<file path="config.mk">
export PLATFORM = sky130hd
export DESIGN_NAME = mem_port_arbiter
export DESIGN_NICKNAME = d
export VERILOG_FILES = /design/src/rtl/mem_port_arbiter.sv
export SDC_FILE = /design/constraint.sdc
export NUM_CORES = 1
export LEC_CHECK = 0
export CORE_AREA = 3 3 104 106
export DETAILED_ROUTE_END_ITERATION = 16
export DIE_AREA = 0 0 107 109
export SLEW_MARGIN = 20
export SYNTH_ARGS = -nofsm -noshare
export SYNTH_HDL_FRONTEND = slang
export SYNTH_SLANG_ARGS = --single-unit
</file>
<file path="constraint.sdc">
create_clock -name clk -period 2 [get_ports clk]
set_clock_uncertainty 0.05 [all_clocks]
set_input_delay 0.5 -clock clk [delete_from_list [all_inputs] [get_ports clk]]
set_output_delay 0.5 -clock clk [all_outputs]
set_load 0.01 [all_outputs]
</file>
<file path="src/rtl/mem_port_arbiter.sv">
// Shares the single-port data RAM between instruction fetch and load/store, with starvation guard.
// Optional byte load/store support (read-modify-write) is compiled in with `define MEM_ARB_BYTE_EN.
module mem_port_arbiter #(
  parameter int unsigned STARVE_LIMIT = 2
) (
  input  logic        clk,
  input  logic        rst_n,
  input  logic        if_req,
  input  logic [31:0] if_addr,
  output logic        if_gnt,
  output logic        if_rvalid,
  output logic [31:0] if_rdata,
  input  logic        d_req,
  input  logic        d_we,
  input  logic        d_byte,
  input  logic [31:0] d_addr,
  input  logic [31:0] d_wdata,
  output logic        d_gnt,
  output logic        d_rvalid,
  output logic [31:0] d_rdata,
  output logic [31:0] ram_ad,
  output logic [31:0] ram_d,
  output logic        ram_we,
  input  logic [31:0] ram_q
);

  localparam int unsigned FULLW = 32;
  localparam int unsigned WIDTH = 8;
  localparam int unsigned CNTW  = (STARVE_LIMIT < 1) ? 1 : $clog2(STARVE_LIMIT + 1);

  logic [CNTW-1:0] starve_cnt;
  logic            in_rmw;
  logic            byte_op;
  logic            data_wins;

`ifdef MEM_ARB_BYTE_EN
  typedef enum logic {IDLE = 1'b0, RMW_WR = 1'b1} state_t;

  state_t           state;
  logic [FULLW-1:0] rmw_addr;
  logic [WIDTH-1:0] rmw_byte;
  logic             d_byte_q;

  assign in_rmw  = (state == RMW_WR);
  assign byte_op = d_byte;
`else
  logic unused_d_byte;

  assign unused_d_byte = d_byte;
  assign in_rmw        = 1'b0;
  assign byte_op       = 1'b0;
`endif

  // Grant and RAM drive; everything is forced low while reset is asserted.
  always_comb begin
    if_gnt    = 1'b0;
    d_gnt     = 1'b0;
    ram_ad    = '0;
    ram_d     = '0;
    ram_we    = 1'b0;
    data_wins = d_req && !(if_req && (starve_cnt == CNTW'(STARVE_LIMIT)));
    if (rst_n && !in_rmw) begin
      if (data_wins) begin
        d_gnt = 1'b1;
      end else if (if_req) begin
        if_gnt = 1'b1;
      end
    end
    if (d_gnt) begin
      ram_ad = d_addr;
      if (d_we && !byte_op) begin
        ram_we = 1'b1;
        ram_d  = d_wdata;
      end
    end else if (if_gnt) begin
      ram_ad = if_addr;
    end
`ifdef MEM_ARB_BYTE_EN
    // Merge the latched byte into the word read back during the grant cycle.
    if (rst_n && in_rmw) begin
      ram_ad = rmw_addr;
      ram_we = 1'b1;
      ram_d  = {rmw_byte, ram_q[FULLW-WIDTH-1:0]};
    end
`endif
  end

  // Read data is only presented alongside its valid strobe.
  always_comb begin
    if_rdata = '0;
    d_rdata  = '0;
    if (if_rvalid) begin
      if_rdata = ram_q;
    end
    if (d_rvalid) begin
`ifdef MEM_ARB_BYTE_EN
      if (d_byte_q) begin
        d_rdata = FULLW'(ram_q[FULLW-1 -: WIDTH]);
      end else begin
        d_rdata = ram_q;
      end
`else
      d_rdata = ram_q;
`endif
    end
  end

  // Sequencer state, starvation counter and read-valid pipeline.
  always_ff @(posedge clk or negedge rst_n) begin
    if (!rst_n) begin
      starve_cnt <= '0;
      if_rvalid  <= 1'b0;
      d_rvalid   <= 1'b0;
`ifdef MEM_ARB_BYTE_EN
      state      <= IDLE;
      rmw_addr   <= '0;
      rmw_byte   <= '0;
      d_byte_q   <= 1'b0;
`endif
    end else begin
      if_rvalid <= if_gnt;
      d_rvalid  <= d_gnt && !d_we;
      if (!if_req || if_gnt) begin
        starve_cnt <= '0;
      end else if (d_gnt && (starve_cnt != CNTW'(STARVE_LIMIT))) begin
        starve_cnt <= starve_cnt + CNTW'(1);
      end
`ifdef MEM_ARB_BYTE_EN
      d_byte_q <= d_gnt && !d_we && d_byte;
      case (state)
        IDLE: begin
          if (d_gnt && d_we && d_byte) begin
            state    <= RMW_WR;
            rmw_addr <= d_addr;
            rmw_byte <= d_wdata[WIDTH-1:0];
          end
        end
        RMW_WR: begin
          state <= IDLE;
        end
        default: begin
          state <= IDLE;
        end
      endcase
`endif
    end
  end

endmodule

</file>
Yosys cells after proc, flatten, opt, wreduce, memory -nomap -nowiden
Cells that the tools add are included.
{"block": "classes", "addsub": 1, "mul": 0, "n_div": 0, "n_lt_le_gt_ge": 0, "eq_ne": 2, "n_shift": 0, "mux": 15, "bitwise_logic": 0, "reduce_logical": 9}
{"op": "$mux W32", "n": 6}
{"op": "$mux W1", "n": 7}
{"op": "$logic_and A1 B1 Y1", "n": 4}
{"op": "$mux W2", "n": 2}
{"op": "$logic_not A1 Y1", "n": 3}
{"op": "$add A2 B1 Y2 const B", "n": 1}
{"op": "$eq A2 B2 Y1 const B", "n": 1}
{"op": "$ne A2 B2 Y1 const B", "n": 1}
{"op": "$reduce_bool A2 Y1", "n": 1}
{"op": "$logic_or A1 B1 Y1", "n": 1}
{"block": "totals", "reg_bits": 4, "latch_bits": 0, "ramBits": 0, "romBits": 0, "inputBits": 134, "out_inout_bits": 133, "wordCells": 30, "mem_count": 0}

Depth between registers and ports, before layout
{"block": "depth", "word_depth": 9, "depth_mapped": 6, "depth_no_buf": 4}

Least setup slack after synthesis
Ideal clock, no wire load.
{"block": "synth_path", "path_type": "register to output", "from": "register starve_cnt[0]", "to": "output ram_d[11]", "t_arrival_ns": 1.444, "setup_slack_ns": 0.006, "path_stages_with_launch": 7, "n_path_buf": 2, "path_cell_list": "dfrtp_1 inv_1 ha_1 and2_4 buf_6 buf_6 nor4bb_1"}
{"block": "synth_between", "elab_chain_len": 7}
{"element": "start, declared", "line": "31", "text": "logic [CNTW-1:0] starve_cnt;"}
{"element": "start signal, assigned", "line": "126", "text": "starve_cnt <= starve_cnt + CNTW'(1);"}
{"element": "$eq A2 B2 Y1", "line": "61", "text": "data_wins = d_req && !(if_req && (starve_cnt == CNTW'(STARVE_LIMIT)));"}
{"element": "$logic_and A1 B1 Y1", "line": "61"}
{"element": "$logic_not A1 Y1", "line": "61"}
{"element": "$logic_and A1 B1 Y1", "line": "61"}
{"element": "$mux W1", "line": "63", "text": "if (data_wins) begin"}
{"element": "$mux W1", "line": "62", "text": "if (rst_n && !in_rmw) begin"}
{"element": "$mux W32", "line": "69", "text": "if (d_gnt) begin"}
{"element": "end, declared", "line": "22", "text": "output logic [31:0] ram_d,"}
Every way passes these cells.

Final worst setup path
{"block": "layout_path", "from": "register starve_cnt[1]", "to": "output ram_d[12]"}
Same word-level chain as after synthesis.

==> metrics.yaml <==
outcome: "complete, but fails checks"
violations: "setup timing"
maxCapViolations: 0
power_frac_comb: 0.765
worst_pin_slew_ns: 0.241
design_area_mm2: 0.00504
regToRegEndpoint: "d_rvalid$_DFF_PN0_"
cp-endpoint: "ram_d[12]"
synthTopCellsByCount: "nand2_1 (66), and2_1 (64), o32ai_1 (28), and4bb_2 (27), clkbuf_1 (14)"
fin_crit_sh: 1.10
postPlaceCellArea_mm2: 0.00463
drive_above_1_share: 0.361
floorplan.initialDensity: 0.178
p_switching_uw: 367
cts_num_sinks: 4
synth_top_area_share: 0.228
path_max_fanout: 6
max_slew_margin: 0.839
fin_setup_tns_ns: -8.22
fp.dieH_um: 109
worst-setup-path-type: "reg -> out"
cts_hold_buffers: 0
ant_nets: 0
core_area_mm2: 0.00986
clockRootBuffer: "clkbuf_8"
internal_power_uw: 721
grt_pass1_vias: 2912
slowest_stage: "dfrtp_1"
wire_per_inst_um: 16.2
seqPwrFrac: 0.080
via_per_inst: 4.44
dieWidth_um: 107
hold_class: "in -> async"
port_buffers: 265
drtIter0Drc: 150
ys_seq_area_frac: 0.0570
num_vias: 2917
cts.clk_slew.worst_paths_ns: 0.03
firstDrtPassIters: 4
ys.flop_type: "dfrtp_1"
synth_edf_count: 0
rsz0062_at_grt: "true"
dp_slack_ns: -0.787
clock_path_buffers: 2
worstPathRequired_ns: 1.45
clock_latency_ns: 0.21
drc: 0
ioPinCount: 267
synthMostInstantiatedCell: "nand2_1"
swShare: 0.337
crit_path_start_kind: "register"
power_leakage_uw: 0.00237
end_kind: "output pin"
place_congestion: 0.769
fmax_mhz: 453
track_usage: 0.165
worstReg2RegStart: "starve_cnt[1]$_DFFE_PN0P_"
synth_top_area_cell: "and2_1"
async_flop_share: 1.00
fin_nets: 661
grt-ovfl-total: 0
row_count: 36
cp.depth: 6
netlist_area_mm2: 0.00176
period_minus_slack_ns: 2.21
final.setup.worst_slack_ns: -0.209
power_per_cell_area_mw_per_mm2: 216
rrSetupSlack_ns: 0.48
timing.critical_path.buf_inv: 3
clkPwrFrac: 0.155
antenna_found_initial: 0
peakVddDrop_v: 0.000110
synth_area_leaders: "and2_1 (23%), and4bb_2 (19%), nand2_1 (14%)"
avgSynthCellArea_um2: 7.08
grt_pass1_wl_mm: 15.4
yosys_warnings: 0
cp_cell_sequence: "ha_4, buf_6, and2_4, buf_6, nor4bb_4, buf_2"
nFillCells: 981
startpoint: "starve_cnt[1]$_DFFE_PN0P_"
setup_violations: 56
ys_seq_elements: 4
path_delay_family: "buffers and inverters"
cpPeakStageDelay_ns: 0.40
maxSlewViolCount: 0
synthCells: 248
final_hold_viol_count: 0
areaGrowthSynthToFinish_pct: 187
r2r_cells: 7
crit_top_cell: "buf_6"
cts.htree.levels: 1
cts_tree: "yes"
synth_cell_type_count: 25
hpwl_mm: 7.92
grt_max_degree: 46
syn_nets: 383
cts_buffers: 3
antenna_cells: 0
drt_wl_total_mm: 10.7
worstPathArrival_ns: 1.66
die_area_mm2: 0.0117
[final cells by class]
cell class                      count  area, µm²  share of cell area
Multi-Input combinational cell    211       1820               0.360
Sequential cell                     4        100              0.0198
Inverter                            2       7.51             0.00149
Tap cell                          133        166              0.0330
Clock buffer                        3       41.3             0.00819
Timing Repair Buffer              304       2910               0.577
[cells by family (layout without fill, tap and decap cells)]
group / Yosys count / after routing / synth area share
buf+inv: 36 / 309 / 0.114
flops: 4 / 4 / 0.0570
fa+ha+maj: 1 / 1 / 0.00713
simple gates: 172 / 175 / 0.634
compound gates: 35 / 35 / 0.188
[per-layer routing]
metal | routed length (µm) | share of wire | GRT usage
met1 | 3720 | 0.35 | 0.176
met2 | 5860 | 0.55 | 0.325
met3 | 1020 | 0.095 | 0.0491
met4 | 76 | 0.0071 | 0.0201
met5 | 0 | 0 | 0
[worst min-delay path by stage]
stage	endpoint	slack (ns)
2_1_floorplan	d_rvalid$_DFF_PN0_	0.15
3_3_place_gp	starve_cnt[0]$_DFFE_PN0P_	0.46
3_5_place_dp	starve_cnt[1]$_DFFE_PN0P_	0.46
4_1_cts	starve_cnt[0]$_DFFE_PN0P_	0.25
5_1_grt	starve_cnt[1]$_DFFE_PN0P_	0.25
6_report	starve_cnt[0]$_DFFE_PN0P_	0.23
[placed cells by master, fill, tap and decap left out, drive strengths merged]
| cell | n |
|---|---|
| clkdlybuf4s50 | 130 |
| buf | 107 |
| and2 | 68 |
| nand2 | 66 |
| dlygate4sd2 | 65 |
| o32ai | 32 |
| and4bb | 27 |
| nor4bb | 5 |
| dfrtp | 4 |
| clkbuf | 4 |
| nor2 | 2 |
| inv | 2 |
| or4bb | 2 |
| nand2b | 2 |
| a21oi | 2 |
| nor2b | 1 |
| a21bo | 1 |
| nor3 | 1 |
| nor3b | 1 |
| ha | 1 |
| clkdlybuf4s15 | 1 |
[power by group through the flow]
stage / combinational, µW / sequential [µW] / clock, µW
final: 832 / 87.3 / 169
after detailed placement: 785 / 87.8 / 0
after global placement: 777 / 87.7 / 0
after CTS: 800 / 87.2 / 176
after global routing: 892 / 87.7 / 179
after floorplan: 256 / 88.9 / 0
[registers in the layout (all words and copies together), names as in the netlist]
name and cells:
d_rvalid 1, if_rvalid 1, starve_cnt 2
[what timing repair did]
item / 4_1_cts / 5_1_grt
pin swaps: 5 / 9
buffers inserted: 10 / 6
resized for setup: 427 / 21
cloned: 6 / 2
endpoints found under the setup margin: 131 / 67
[metrics by stage]
step / power, µW / utilization / hold WS, ns / instances
floorplan: 345 / - / 0.154 / 248
finish: 1090 / 0.511 / 0.235 / 657
global placement: 865 / 0.469 / 0.463 / 630
detailed placement: 872 / 0.469 / 0.464 / 630
CTS: 1060 / 0.489 / 0.246 / 649
global route: 1160 / 0.511 / 0.251 / 657
Power figures use the tool's default switching activity.
